## src/rtl/serial_pkg.sv

```systemverilog
// Shared definitions for the serial transmitter and its matching receiver.
package serial_pkg;

  typedef enum logic [1:0] {
    IDLE  = 2'd0,
    START = 2'd1,
    DATA  = 2'd2,
    STOP  = 2'd3
  } state_t;

  localparam int DEFAULT_CLKS_PER_BIT = 4;
  localparam int DEFAULT_DATA_BITS    = 8;

  // Counter width able to hold 0..n-1; never narrower than one bit.
  function automatic int width_for(input int n);
    return (n > 1) ? $clog2(n) : 1;
  endfunction

endpackage

```

## src/rtl/serial_transmitter_bit_timer.sv

```systemverilog
// Per-bit cycle counter: runs 0..CLKS_PER_BIT-1 and flags the last cycle of each bit.
module bit_timer
  import serial_pkg::*;
#(
  parameter int CLKS_PER_BIT = DEFAULT_CLKS_PER_BIT
) (
  input  logic clk,
  input  logic reset,
  input  logic clear,
  output logic bit_end
);

  localparam int CW = width_for(CLKS_PER_BIT);
  localparam logic [CW-1:0] LAST = CW'(CLKS_PER_BIT - 1);

  logic [CW-1:0] count_q, count_d;

  assign bit_end = (count_q == LAST);

  // Wrapping on bit_end keeps CLKS_PER_BIT=1 pinned at zero.
  always_comb begin
    count_d = count_q + CW'(1);
    if (clear || bit_end) begin
      count_d = '0;
    end
  end

  always_ff @(posedge clk or posedge reset) begin
    if (reset) begin
      count_q <= '0;
    end else begin
      count_q <= count_d;
    end
  end

endmodule

```

## src/rtl/serial_transmitter.sv

```systemverilog
// Framed serial transmitter: start bit, LSB-first payload, stop bit, registered outputs.
module serial_transmitter
  import serial_pkg::*;
#(
  parameter int CLKS_PER_BIT = DEFAULT_CLKS_PER_BIT,
  parameter int DATA_BITS    = DEFAULT_DATA_BITS
) (
  input  logic                 clk,
  input  logic                 reset,
  input  logic                 start,
  input  logic [DATA_BITS-1:0] data,
  output logic                 tx,
  output logic                 busy,
  output logic                 done
);

  localparam int IW = width_for(DATA_BITS);
  localparam logic [IW-1:0] LAST_BIT = IW'(DATA_BITS - 1);

  state_t               state_q, state_d;
  logic [DATA_BITS-1:0] shift_q, shift_d;
  logic [IW-1:0]        bit_idx_q, bit_idx_d;
  logic                 tx_q, tx_d;
  logic                 busy_q, busy_d;
  logic                 done_q, done_d;
  logic                 timer_clear;
  logic                 bit_end;

  assign timer_clear = (state_q == IDLE);

  bit_timer #(
    .CLKS_PER_BIT(CLKS_PER_BIT)
  ) u_bit_timer (
    .clk    (clk),
    .reset  (reset),
    .clear  (timer_clear),
    .bit_end(bit_end)
  );

  always_comb begin
    state_d   = state_q;
    shift_d   = shift_q;
    bit_idx_d = bit_idx_q;
    tx_d      = tx_q;
    busy_d    = busy_q;
    done_d    = 1'b0;
    case (state_q)
      IDLE: begin
        tx_d   = 1'b1;
        busy_d = 1'b0;
        if (start) begin
          shift_d = data;
          state_d = START;
          tx_d    = 1'b0;
          busy_d  = 1'b1;
        end
      end
      START: begin
        if (bit_end) begin
          state_d   = DATA;
          bit_idx_d = '0;
          tx_d      = shift_q[0];
        end
      end
      DATA: begin
        if (bit_end) begin
          if (bit_idx_q == LAST_BIT) begin
            state_d = STOP;
            tx_d    = 1'b1;
          end else begin
            shift_d   = shift_q >> 1;
            bit_idx_d = bit_idx_q + IW'(1);
            tx_d      = shift_q[1];
          end
        end
      end
      STOP: begin
        if (bit_end) begin
          done_d = 1'b1;
          // A waiting request chains straight into the next start bit.
          if (start) begin
            shift_d = data;
            state_d = START;
            tx_d    = 1'b0;
          end else begin
            state_d = IDLE;
            busy_d  = 1'b0;
            tx_d    = 1'b1;
          end
        end
      end
      default: begin
        state_d = IDLE;
        tx_d    = 1'b1;
        busy_d  = 1'b0;
      end
    endcase
  end

  always_ff @(posedge clk or posedge reset) begin
    if (reset) begin
      state_q   <= IDLE;
      shift_q   <= '0;
      bit_idx_q <= '0;
      tx_q      <= 1'b1;
      busy_q    <= 1'b0;
      done_q    <= 1'b0;
    end else begin
      state_q   <= state_d;
      shift_q   <= shift_d;
      bit_idx_q <= bit_idx_d;
      tx_q      <= tx_d;
      busy_q    <= busy_d;
      done_q    <= done_d;
    end
  end

  assign tx   = tx_q;
  assign busy = busy_q;
  assign done = done_q;

endmodule

```

## config.mk

```make
export PLATFORM = sky130hd
export DESIGN_NAME = serial_transmitter
export DESIGN_NICKNAME = d
export VERILOG_FILES = /design/src/rtl/serial_pkg.sv /design/src/rtl/serial_transmitter_bit_timer.sv /design/src/rtl/serial_transmitter.sv
export SDC_FILE = /design/constraint.sdc
export NUM_CORES = 1
export LEC_CHECK = 0
export ABC_AREA = 1
export BUFFER_PORTS_ARGS = -buffer_cell sky130_fd_sc_hd__buf_2
export CAP_MARGIN = 5
export CORE_ASPECT_RATIO = 1.1
export CORE_UTILIZATION = 36
export DETAILED_ROUTE_END_ITERATION = 10
export GPL_TIMING_DRIVEN = 1
export PLACE_DENSITY = 0.55
export SYNTH_ARGS = -nofsm -noshare
export SYNTH_HDL_FRONTEND = slang
export SYNTH_SLANG_ARGS = --single-unit
```

## constraint.sdc

```tcl
create_clock -name clk -period 1.85 [get_ports clk]
set_input_delay 0.185 -clock clk [delete_from_list [all_inputs] [get_ports clk]]
set_output_delay 0.185 -clock clk [all_outputs]
set_load 0.05 [all_outputs]
```

After elaboration in Yosys (flattened, before gate mapping)
Index checks and enable logic that the tools add are counted.
{"block": "totals", "register_bits": 18, "input_bits": 11, "out_inout_bits": 3, "elab_cells": 60}
{"block": "classes", "n_addsub": 2, "n_eq_ne": 12, "n_mux": 29, "reduce_logical": 10}
{"operator": "8-bit 2-to-1 mux", "n": 4}
{"operator": "8-bit case mux with 3 select lines", "n": 1}
{"operator": "2-bit 2-to-1 mux", "n": 6}
{"operator": "1-bit 2-to-1 mux", "n": 11}
{"operator": "3-bit 2-to-1 mux", "n": 3}
{"operator": "2-bit inequality test (second input constant)", "n": 4}
{"operator": "2-bit case mux with 4 select lines", "n": 1}
{"operator": "4-bit AND reduction", "n": 2}
{"operator": "2-bit equality test (second input constant)", "n": 3}
{"operator": "2-bit by 1-bit inequality test with 1-bit output (second input constant)", "n": 3}
{"operator": "3-bit case mux with 2 select lines", "n": 1}
{"operator": "3-bit AND reduction", "n": 2}
{"operator": "5-bit AND reduction", "n": 1}
{"operator": "1-bit case mux with 4 select lines", "n": 1}
{"operator": "2-bit nonzero test", "n": 2}
{"operator": "3-bit by 1-bit adder with 3-bit output (second input constant)", "n": 1}
{"operator": "3-bit equality test (second input constant)", "n": 1}
{"operator": "3-bit nonzero test", "n": 1}
{"operator": "2-bit by 1-bit adder with 2-bit output (second input constant)", "n": 1}
{"operator": "2-bit by 1-bit equality test with 1-bit output (second input constant)", "n": 1}
{"operator": "2-bit zero test", "n": 1}
{"operator": "1-bit case mux with 2 select lines", "n": 1}
{"operator": "1-bit logical OR", "n": 1}

Longest topological paths before layout
Gate-level depths: netlist of the first run.
{"block": "logic_depth", "depth_word": 4, "mapped_depth": 8, "depth_no_buf": 8}

Cells and area by module
From an unflattened synthesis of the first run, not the netlist that was laid out.
{"block": "unflattened", "cells_unflattened": 148, "area_unflattened_um2": 1097.3}
{"mod": "serial_transmitter", "n_inst": 1, "cells_per_inst": 138, "area_each_um2": 1008.5}
{"mod": "bit_timer", "n_inst": 1, "cells_per_inst": 10, "area_each_um2": 88.8}

Worst setup path before layout of the first run
No wires, ideal clock.
{"block": "synth_path", "path_kind": "reg-to-reg", "from": "register state_q[0]", "to": "register shift_q[7]", "t_arrival_ps": 1267, "t_required_ps": 1733, "path_slack_ps": 466, "path_stages_with_launch": 8, "path_buffers": 1, "path_cell_list": "dfrtp_1 inv_1 ha_1 buf_6 o21ai_4 nand2_4 nand2_1 nand2_1"}
{"block": "synth_between", "elab_chain_len": 3}
{"element": "start, declared", "line": "serial_transmitter.sv:20", "rtl": "state_t state_q, state_d;"}
{"element": "start signal, assigned", "line": "serial_transmitter.sv:109", "rtl": "state_q <= state_d;"}
{"element": "2-bit equality test / 2-bit zero test (equally long branches)", "line": "serial_transmitter.sv:47", "rtl": "case (state_q)"}
{"element": "2-bit inequality test (no line), or another cell as far along"}
{"element": "4-bit AND reduction (no line)"}
{"element": "end signal, assigned", "line": "serial_transmitter.sv:110", "rtl": "shift_q <= shift_d;"}
{"element": "end, declared", "line": "serial_transmitter.sv:21", "rtl": "logic [DATA_BITS-1:0] shift_q, shift_d;"}
Several ways; a longest one is shown, not always the timed one.
A chain may end at the register's enable or synchronous reset.

Final worst setup path of the first run
Same ends and word-level chain as after synthesis.

==> results.json, run 1 <==
{
  "met2_length_um": 1000,
  "die_w_um": 54.5,
  "rows": 20,
  "maxCapViolCount": 0,
  "grt_max_degree": 19,
  "wl_per_cell_um": 11.3,
  "power_frac_clock_pct": 12.3,
  "p_per_area_mw_per_mm2": 1650,
  "grt_pass1_vias": 873,
  "antenna_found_initial": 0,
  "postSynthAreaPerCell_um2": 8.03,
  "yosysTopAreaCell": "dfrtp_1",
  "reg2reg_from": "state_q[0]",
  "violations": "negative hold slack",
  "cp_data_required_time_ps": 2040,
  "startpoint": "state_q[0]",
  "clk_latency_ps": 300,
  "hpwl_um": 1580,
  "syn_inst": 136,
  "clock_path_buffers": 2,
  "clockRootBuffer": "clkbuf_4",
  "end_kind": "register",
  "place.gp.congestion": 0.773,
  "antenna_cells": 0,
  "area_growth_pct": 12.3,
  "final_antenna_net_count": 0,
  "postCtsSetupBuffers": 0,
  "path_clk_slew_ps": 110,
  "cts_buffers": 3,
  "fin_crit_ps": 1650,
  "synth.most_common_cell": "nand2_1",
  "finClkSkew_ps": 9.26,
  "overflow": 0,
  "cts_sinks": 18,
  "dr.first_iter.drc_count": 7,
  "syn-cell-area_mm2": 0.00109,
  "wl_met1_um": 989,
  "relSlewSlack_pct": 53.5,
  "drt_pass1_iterations": 4,
  "status": "finished with violations",
  "vdd_drop_max_uv": 719,
  "route.detailed.drc": 0,
  "p_seq_share_pct": 33.8,
  "top_layer_used": "met4",
  "wl_um": 2080,
  "wl_met3_um": 63,
  "drv_slew": 0,
  "dieHeight_um": 59.8,
  "start_kind": "register",
  "max_slew.worst_pin.slew_ps": 697,
  "drive_above_1_share_pct": 18.4,
  "synth-edff-count": 0,
  "vias": 886,
  "cts_tree": "built",
  "synth_seq_cells": 18,
  "hold_slack_ps": -29.4,
  "dieArea_mm2": 0.00326,
  "initial_core_util_pct": 38.6,
  "ioPinCount": 14,
  "nNetsFinal": 174,
  "ys_seq_area_share_pct": 41.4,
  "critPathKind": "reg2reg",
  "syn-num-nets": 157,
  "ys.flop_type": "dfrtp_1",
  "synth_area_leaders": "dfrtp_1 (39%), nand2_1 (20%), ha_1 (11%)",
  "p_sw_w": 0.000946,
  "critPathMaxFanout": 10,
  "p_sw_share_pct": 46.8,
  "vias_per_cell": 4.79,
  "ys_types": 22,
  "hp-class": "in2async",
  "grt_usage_pct": 15.6,
  "io_buffers": 13,
  "finalCritPeriodShare_pct": 89.2,
  "crit_arrival_ps": 1840,
  "power.total_w": 0.00202,
  "p_leak_nw": 0.676,
  "fin_setup_tns_ps": 0,
  "netlist.area_leader.share_pct": 38.9,
  "h-tree-depth": 1,
  "final_hold_viol_count": 17,
  "intPower_w": 0.00108,
  "rsz0062_at_grt": "false",
  "yosys_warnings": 0,
  "max_freq_ghz": 0.606,
  "combPwrFrac_pct": 53.8,
  "finalSetupViolCount": 0,
  "cts.hold.buffers_added": 0,
  "core_area_mm2": 0.00283,
  "synth_commonest_cells": "nand2_1 (59), dfrtp_1 (17), nand3_1 (14)",
  "grt_first_pass_wirelength_um": 3590,
  "async_flop_share_pct": 100
}
-- registers in the layout (all words and copies together) (netlist names) --
| name | cells |
|---|---|
| shift_q | 8 |
| bit_idx_q | 3 |
| state_q | 2 |
| u_bit_timer.count_q | 2 |
| busy | 1 |
| done | 1 |
| tx | 1 |
-- power groups by stage --
| stage | logic [W] | registers (W) | clock network [W] |
|---|---|---|---|
| 2_1_floorplan | 0.000823 | 0.000751 | 0 |
| 3_3_place_gp | 0.00109 | 0.000687 | 0 |
| 3_5_place_dp | 0.00109 | 0.000696 | 0 |
| 4_1_cts | 0.00110 | 0.000686 | 0.000263 |
| 5_1_grt | 0.00125 | 0.000706 | 0.000279 |
| 6_report | 0.00109 | 0.000684 | 0.000249 |
-- logic make-up after synthesis --
logic type      count (synthesis)  share of synthesized area, %
buf+inv                        16                          6.76
simple gates                   81                          33.1
fa+ha+maj                      10                          11.5
flops                          18                          41.4
compound gates                 11                          7.33
-- final cells by class --
type	count	area, µm²
fillers	295	1600
multi-input cells	102	569
flip-flops and latches	18	452
repair buffers	14	72.6
inverters	14	55.1
well taps	33	41.3
clock buffers	4	36.3
-- layer usage --
metal  up-vias  global-route usage (%)
met2        15                    27.5
met4         0                    6.59
met5         -                       0
li1        459                       -
met1       408                    17.8
met3         4                    3.05
-- placed cells by master (no fill, tap or decap) --
cell,instances
buf_2,13
nor3b_1,1
o211ai_1,2
nor2_4,1
nand3_1,14
nand2_4,2
nor2_2,1
inv_4,1
nand2_1,59
ha_1,9
nand3b_1,1
o21ai_4,1
clkbuf_4,3
clkbuf_8,1
nor3_1,1
a21oi_2,1
a21oi_1,1
buf_4,1
o21ai_0,4
dfstp_2,1
nand3_2,1
ha_2,1
inv_1,13
dfrtp_1,17
o21bai_1,2
-- final timing paths --
check | end | slack (ps) | depth (start not counted)
min in group clk | tx | 170 | 4
worst max register to register | shift_q[7] | 200 | 7
worst max-delay path | shift_q[7] | 200 | 7
max in group asynchronous | busy | 1430 | 2
worst min-delay path | shift_q[5] | -30 | 2
worst min register to register | tx | 480 | 2
-- per-stage QoR --
step / cell area (µm²) / instances / utilization, % / worst slack, ps
2_1_floorplan: 1090 / 136 / - / 466
3_3_place_gp: 1190 / 181 / 42.0 / 146
3_5_place_dp: 1190 / 181 / 42.0 / 72.0
4_1_cts: 1220 / 185 / 43.3 / 32.8
5_1_grt: 1230 / 185 / 43.4 / 65.6
6_report: 1230 / 185 / 43.4 / 200
-- repair_timing --
action / in CTS / in global routing
endpoints found under the hold margin: 0 / 0
gates resized for setup: 0 / 1
endpoints found under the setup margin: 0 / 11
-- worst max-delay path, cell delays in order, from the launching register on --
cell and delay (ps):
dfrtp_1 450, inv_1 160, ha_2 370, nand3_2 150
o21ai_4 150, nand2_4 130, nand2_1 80, nand2_1 50
(Power assumes the default switching activity.)
==> run 2: changes to the inputs <==
--- a/config.mk
+++ b/config.mk
@@ -9,10 +9,10 @@
 export BUFFER_PORTS_ARGS = -buffer_cell sky130_fd_sc_hd__buf_2
 export CAP_MARGIN = 5
 export CORE_ASPECT_RATIO = 1.1
-export CORE_UTILIZATION = 36
+export CORE_UTILIZATION = 55
 export DETAILED_ROUTE_END_ITERATION = 10
 export GPL_TIMING_DRIVEN = 1
-export PLACE_DENSITY = 0.55
+export PLACE_DENSITY = 0.76
 export SYNTH_ARGS = -nofsm -noshare
 export SYNTH_HDL_FRONTEND = slang
 export SYNTH_SLANG_ARGS = --single-unit
==> results.json, run 2 (synthesis results as in run 1) <==
{
  "status": "finished with violations",
  "violations": "negative hold slack",
  "max_slew.worst_pin.slew_ps": 690,
  "path_delay_family": "flip-flops",
  "worst_path_most_repeated_cell": "nand2_1",
  "path_clk_slew_ps": 110,
  "place_inst": 175,
  "clockRootBuffer": "clkbuf_4",
  "intPower_w": 0.00108,
  "dieHeight_um": 48.7,
  "start_kind": "register",
  "fin_cells": 179,
  "p_leak_nw": 0.676,
  "finalCritPeriodShare_pct": 89.4,
  "grt_first_pass_wirelength_um": 3460,
  "clock_path_buffers": 2,
  "critPathMaxFanout": 9,
  "power.total_w": 0.00204,
  "fin_util_pct": 66.9,
  "final_common_cell": "nand2_1",
  "relSlewSlack_pct": 54.0,
  "vdd_drop_max_uv": 841,
  "cp_cell_sequence": "inv_1 -> ha_2 -> buf_4 -> o21ai_4 -> nand2_4 -> nand2_1 -> nand2_1",
  "dr.first_iter.drc_count": 21,
  "rows": 16,
  "p_seq_share_pct": 33.8,
  "grt_pass1_vias": 810,
  "crit_arrival_ps": 1840,
  "fin_setup_tns_ps": 0,
  "finClkSkew_ps": 3.31,
  "end_kind": "register",
  "h-tree-depth": 1,
  "drv_slew": 0,
  "postCtsSetupBuffers": 0,
  "nNetsFinal": 174,
  "slowest_stage": "dfrtp_1",
  "grt_max_degree": 19,
  "overflow": 0,
  "drive_above_1_share_pct": 18.4,
  "p_sw_w": 0.000959,
  "vias_per_cell": 5.12,
  "hpwl_um": 1510,
  "slowest_delay_ps": 430,
  "area_growth_pct": 11.6,
  "die_w_um": 44.5,
  "wl_per_cell_um": 11.6,
  "hold_slack_ps": -23.1,
  "p_per_area_mw_per_mm2": 1670,
  "route.detailed.drc": 0,
  "cts_buffers": 3,
  "rsz0062_at_grt": "false",
  "grt_usage_pct": 21.4,
  "drt_pass1_iterations": 4,
  "critPathKind": "reg2reg",
  "cp_data_required_time_ps": 2040,
  "fin_crit_ps": 1650,
  "top_regs": "shift_q x8, bit_idx_q x3",
  "maxCapViolCount": 0,
  "final_cell_area_mm2": 0.00122,
  "antenna_cells": 0,
  "antenna_found_initial": 0,
  "ioPinCount": 14,
  "wl_um": 2070,
  "vias": 917,
  "final_hold_viol_count": 17,
  "final_cell_mix": "nand2_1 (59), dfrtp_1 (17), nand3_1 (14)",
  "r2r_slack_ps": 200,
  "hp-class": "in2async",
  "cts_tree": "built",
  "io_buffers": 13,
  "dieArea_mm2": 0.00217,
  "clk_latency_ps": 290,
  "max_freq_ghz": 0.605,
  "cts_sinks": 18,
  "placed_area_mm2": 0.00118,
  "worst-path-buf-inv": 2,
  "core_area_mm2": 0.00182,
  "initial_core_util_pct": 60.0,
  "finalSetupViolCount": 0,
  "final_antenna_net_count": 0,
  "p_sw_share_pct": 47.1,
  "regMostFlops": "shift_q",
  "place.gp.congestion": 0.828,
  "largest_reg_flops": 8,
  "power_frac_clock_pct": 12.1,
  "combPwrFrac_pct": 54.1
}
==> run 2: cell counts in the layout (fill, tap and decap cells not counted) <==
Identical to the previous run, type by type.
==> run 2: power by group through the flow <==
| stage | Sequential [W] | Combinational (W) | Clock [W] |
|---|---|---|---|
| after floorplan | 0.000751 | 0.000823 | 0 |
| after global placement | 0.000691 | 0.00105 | 0 |
| after detailed placement | 0.000692 | 0.00108 | 0 |
| after CTS | 0.000686 | 0.00108 | 0.000254 |
| after global routing | 0.000705 | 0.00126 | 0.000267 |
| final | 0.000688 | 0.00110 | 0.000246 |
==> run 2: metal layers <==
layer / vias up / GRT usage, % / wire, µm
li1: 465 / - / -
met1: 420 / 29.7 / 1010
met2: 28 / 32.8 / 939
met3: 4 / 5.60 / 91
met4: 0 / 6.06 / 29
met5: - / 0 / 0
==> run 2: area by class of cell <==
| type | count | area, µm² |
|---|---|---|
| timing repair buffer | 14 | 72.6 |
| tap | 27 | 33.8 |
| sequential | 18 | 452 |
| clock buffer | 4 | 36.3 |
| fill | 152 | 603 |
| multi-input combinational | 102 | 569 |
| inverter | 14 | 55.1 |
==> run 2: final timing paths <==
check                            from                     end  depth (start not counted)
max                        state_q[0]              shift_q[1]                          7
min reg2reg                        tx                      tx                          2
min in group clk                start                      tx                          4
max reg2reg                state_q[0]              shift_q[1]                          7
max in group asynchronous       reset            bit_idx_q[0]                          2
min                             reset  u_bit_timer.count_q[0]                          2
==> run 2: repair_timing <==
action,in CTS,in global routing
gates resized for setup,0,1
setup endpoints to repair,0,4
hold buffers,0,0
==> run 2: through the flow <==
stage | hold WS (ps) | setup WS [ps]
final | -23.1 | 197
after global placement | 313 | 194
after floorplan | 123 | 466
after detailed placement | 326 | 126
after CTS | 1.25 | 112
after global routing | 32.1 | 80.0
==> run 3: changes to the inputs <==
--- a/config.mk
+++ b/config.mk
@@ -15,4 +15,5 @@
 export PLACE_DENSITY = 0.76
 export SYNTH_ARGS = -nofsm -noshare
 export SYNTH_HDL_FRONTEND = slang
+export SYNTH_HIERARCHICAL = 1
 export SYNTH_SLANG_ARGS = --single-unit
==> results.json, run 3 <==
{
  "core_area_mm2": 0.00182,
  "cts_buffers": 3,
  "hp-class": "in2reg",
  "placed_area_mm2": 0.00119,
  "dieArea_mm2": 0.00218,
  "min_delay_path_depth": 4,
  "p_seq_share_pct": 34.3,
  "drive_above_1_share_pct": 14.5,
  "setup_slack_ps": 272,
  "slowest_stage": "dfrtp_1",
  "finalCritPeriodShare_pct": 85.3,
  "die_w_um": 44.6,
  "final_antenna_net_count": 0,
  "cp_cell_sequence": "inv_1 -> ha_1 -> inv_1 -> nand2_1 -> nand2_1 -> nand3_2 -> nand2_1 -> nand2_1",
  "place_ws_ps": 283,
  "cts_sinks": 18,
  "antenna_cells": 0,
  "top_regs": "shift_q x8, bit_idx_q x3",
  "final_cell_mix": "nand2_1 (51), inv_1 (26), dfrtp_1 (17)",
  "intPower_w": 0.00106,
  "combPwrFrac_pct": 53.3,
  "worst-path-buf-inv": 2,
  "grt_first_pass_wirelength_um": 3530,
  "async_flop_share_pct": 100,
  "critPathMaxFanout": 8,
  "final_cell_area_mm2": 0.00124,
  "ioPinCount": 14,
  "drv_slew": 0,
  "initial_core_util_pct": 60.2,
  "worst_path_most_repeated_cell": "nand2_1",
  "vdd_drop_max_uv": 1010,
  "vias": 909,
  "path_clk_slew_ps": 100,
  "netlist.area_leader.share_pct": 38.8,
  "largest_reg_flops": 8,
  "crit_arrival_ps": 1780,
  "slowest_delay_ps": 450,
  "place.gp.congestion": 0.814,
  "wl_um": 2010,
  "finalSetupViolCount": 0,
  "h-tree-depth": 1,
  "yosys_warnings": 6,
  "clk_latency_ps": 300,
  "hold_start": "start",
  "io_buffers": 13,
  "hpwl_um": 1510,
  "ys_types": 19,
  "start_kind": "register",
  "critPathKind": "reg2reg",
  "synth.most_common_cell": "nand2_1",
  "dieHeight_um": 48.8,
  "hold_slack_ps": 188,
  "max_freq_ghz": 0.634,
  "grt_pass1_vias": 853,
  "dr.first_iter.drc_count": 18,
  "ys.flop_type": "dfrtp_1",
  "r2r_cells": 8,
  "maxCapViolCount": 0,
  "final_common_cell": "nand2_1",
  "cp_data_required_time_ps": 2050,
  "place_inst": 187,
  "end_kind": "register",
  "p_leak_nw": 0.710,
  "synth_area_leaders": "dfrtp_1 (39%), nand2_1 (17%), ha_1 (11%)",
  "nNetsFinal": 187,
  "syn-num-nets": 169,
  "rows": 16,
  "antenna_found_initial": 0,
  "finClkSkew_ps": 4.16,
  "synth_commonest_cells": "nand2_1 (51), inv_1 (26), dfrtp_1 (17)",
  "synth-edff-count": 0,
  "relSlewSlack_pct": 57.8,
  "grt_max_degree": 17,
  "final_hold_viol_count": 0,
  "overflow": 0,
  "grt_usage_pct": 21.6,
  "r2r_slack_ps": 270,
  "max_slew.worst_pin.slew_ps": 632,
  "route.detailed.drc": 0,
  "path_delay_family": "simple AND/OR/NAND/NOR gates",
  "wl_per_cell_um": 10.5,
  "syn_inst": 148,
  "clock_path_buffers": 2,
  "postSynthAreaPerCell_um2": 7.41,
  "whs_endpoint": "tx",
  "p_sw_w": 0.000937,
  "yosysTopAreaCell": "dfrtp_1",
  "power_frac_clock_pct": 12.4,
  "status": "finished, final reports clean",
  "reg2reg_from": "state_q[0]",
  "rsz0062_at_grt": "false",
  "fin_crit_ps": 1580,
  "ctsResizeCount": 0,
  "fin_cells": 192,
  "p_per_area_mw_per_mm2": 1610,
  "regMostFlops": "shift_q",
  "area_growth_pct": 12.8,
  "fin_setup_tns_ps": 0,
  "clockRootBuffer": "clkbuf_4",
  "syn-cell-area_mm2": 0.00110,
  "vias_per_cell": 4.73,
  "r2r-end": "shift_q[4]",
  "ys_seq_area_share_pct": 41.2,
  "p_sw_share_pct": 47.0,
  "drt_pass1_iterations": 5,
  "synth_seq_cells": 18,
  "cts_tree": "built"
}
[run 3: metal layers]
metal  track usage [%]  vias to the layer above  share of wire (%)
met2              33.6                       18                 47
met1              30.2                      397                 48
met5                 0                        -                  0
li1                  -                      489                  -
met3              2.22                        5                2.7
met4              9.09                        0                2.3
[run 3: worst max-delay path by stage]
stage                     from          to  slack (ps)  depth (start not counted)
floorplan           state_q[0]  shift_q[0]         470                          7
global placement    state_q[0]  shift_q[7]         330                          8
detailed placement  state_q[0]  shift_q[4]         280                          8
CTS                 state_q[0]  shift_q[4]         260                          8
global route        state_q[0]  shift_q[3]          80                          8
finish              state_q[0]  shift_q[4]         270                          8
[run 3: final cells by class]
class / count / area [µm²]
Timing Repair Buffer: 15 / 82.6
Tap cell: 27 / 33.8
Inverter: 27 / 101
Sequential cell: 18 / 452
Multi-Input combinational cell: 101 / 532
Clock buffer: 4 / 36.3
Fill cell: 151 / 584
[run 3: what timing repair did]
action,4_1_cts,5_1_grt
hold buffers,1,0
setup buffers,0,0
endpoints found under the hold margin,17,0
setup endpoints to repair,0,0
[run 3: cells by family (layout without fill, tap and decap cells)]
family	count (synthesis)	in the layout	synth area share [%]
AOI/OAI and AO/OA	17	17	8.32
DFF	18	18	41.2
and+or+nand+nor	74	74	28.7
buffers and inverters	29	46	10.4
adders and majority gates	10	10	11.4
[run 3: worst register-to-register path: stages, from the launching register on]
cell	delay (ps)
dfrtp_1	450
inv_1	140
ha_1	300
inv_1	110
nand2_1	60
nand2_1	70
nand3_2	180
nand2_1	120
nand2_1	50
[run 3: power by group through the flow]
stage | clock network, W | logic (W) | registers, W
floorplan | 0 | 0.000777 | 0.000751
global placement | 0 | 0.00104 | 0.000687
detailed placement | 0 | 0.00106 | 0.000693
CTS | 0.000257 | 0.00107 | 0.000684
global route | 0.000270 | 0.00124 | 0.000701
finish | 0.000247 | 0.00106 | 0.000684
[run 3: stage by stage]
step | utilization, % | power, W
2_1_floorplan | - | 0.00153
3_3_place_gp | 65.4 | 0.00173
3_5_place_dp | 65.4 | 0.00175
4_1_cts | 67.9 | 0.00201
5_1_grt | 67.9 | 0.00221
6_report | 67.9 | 0.00199
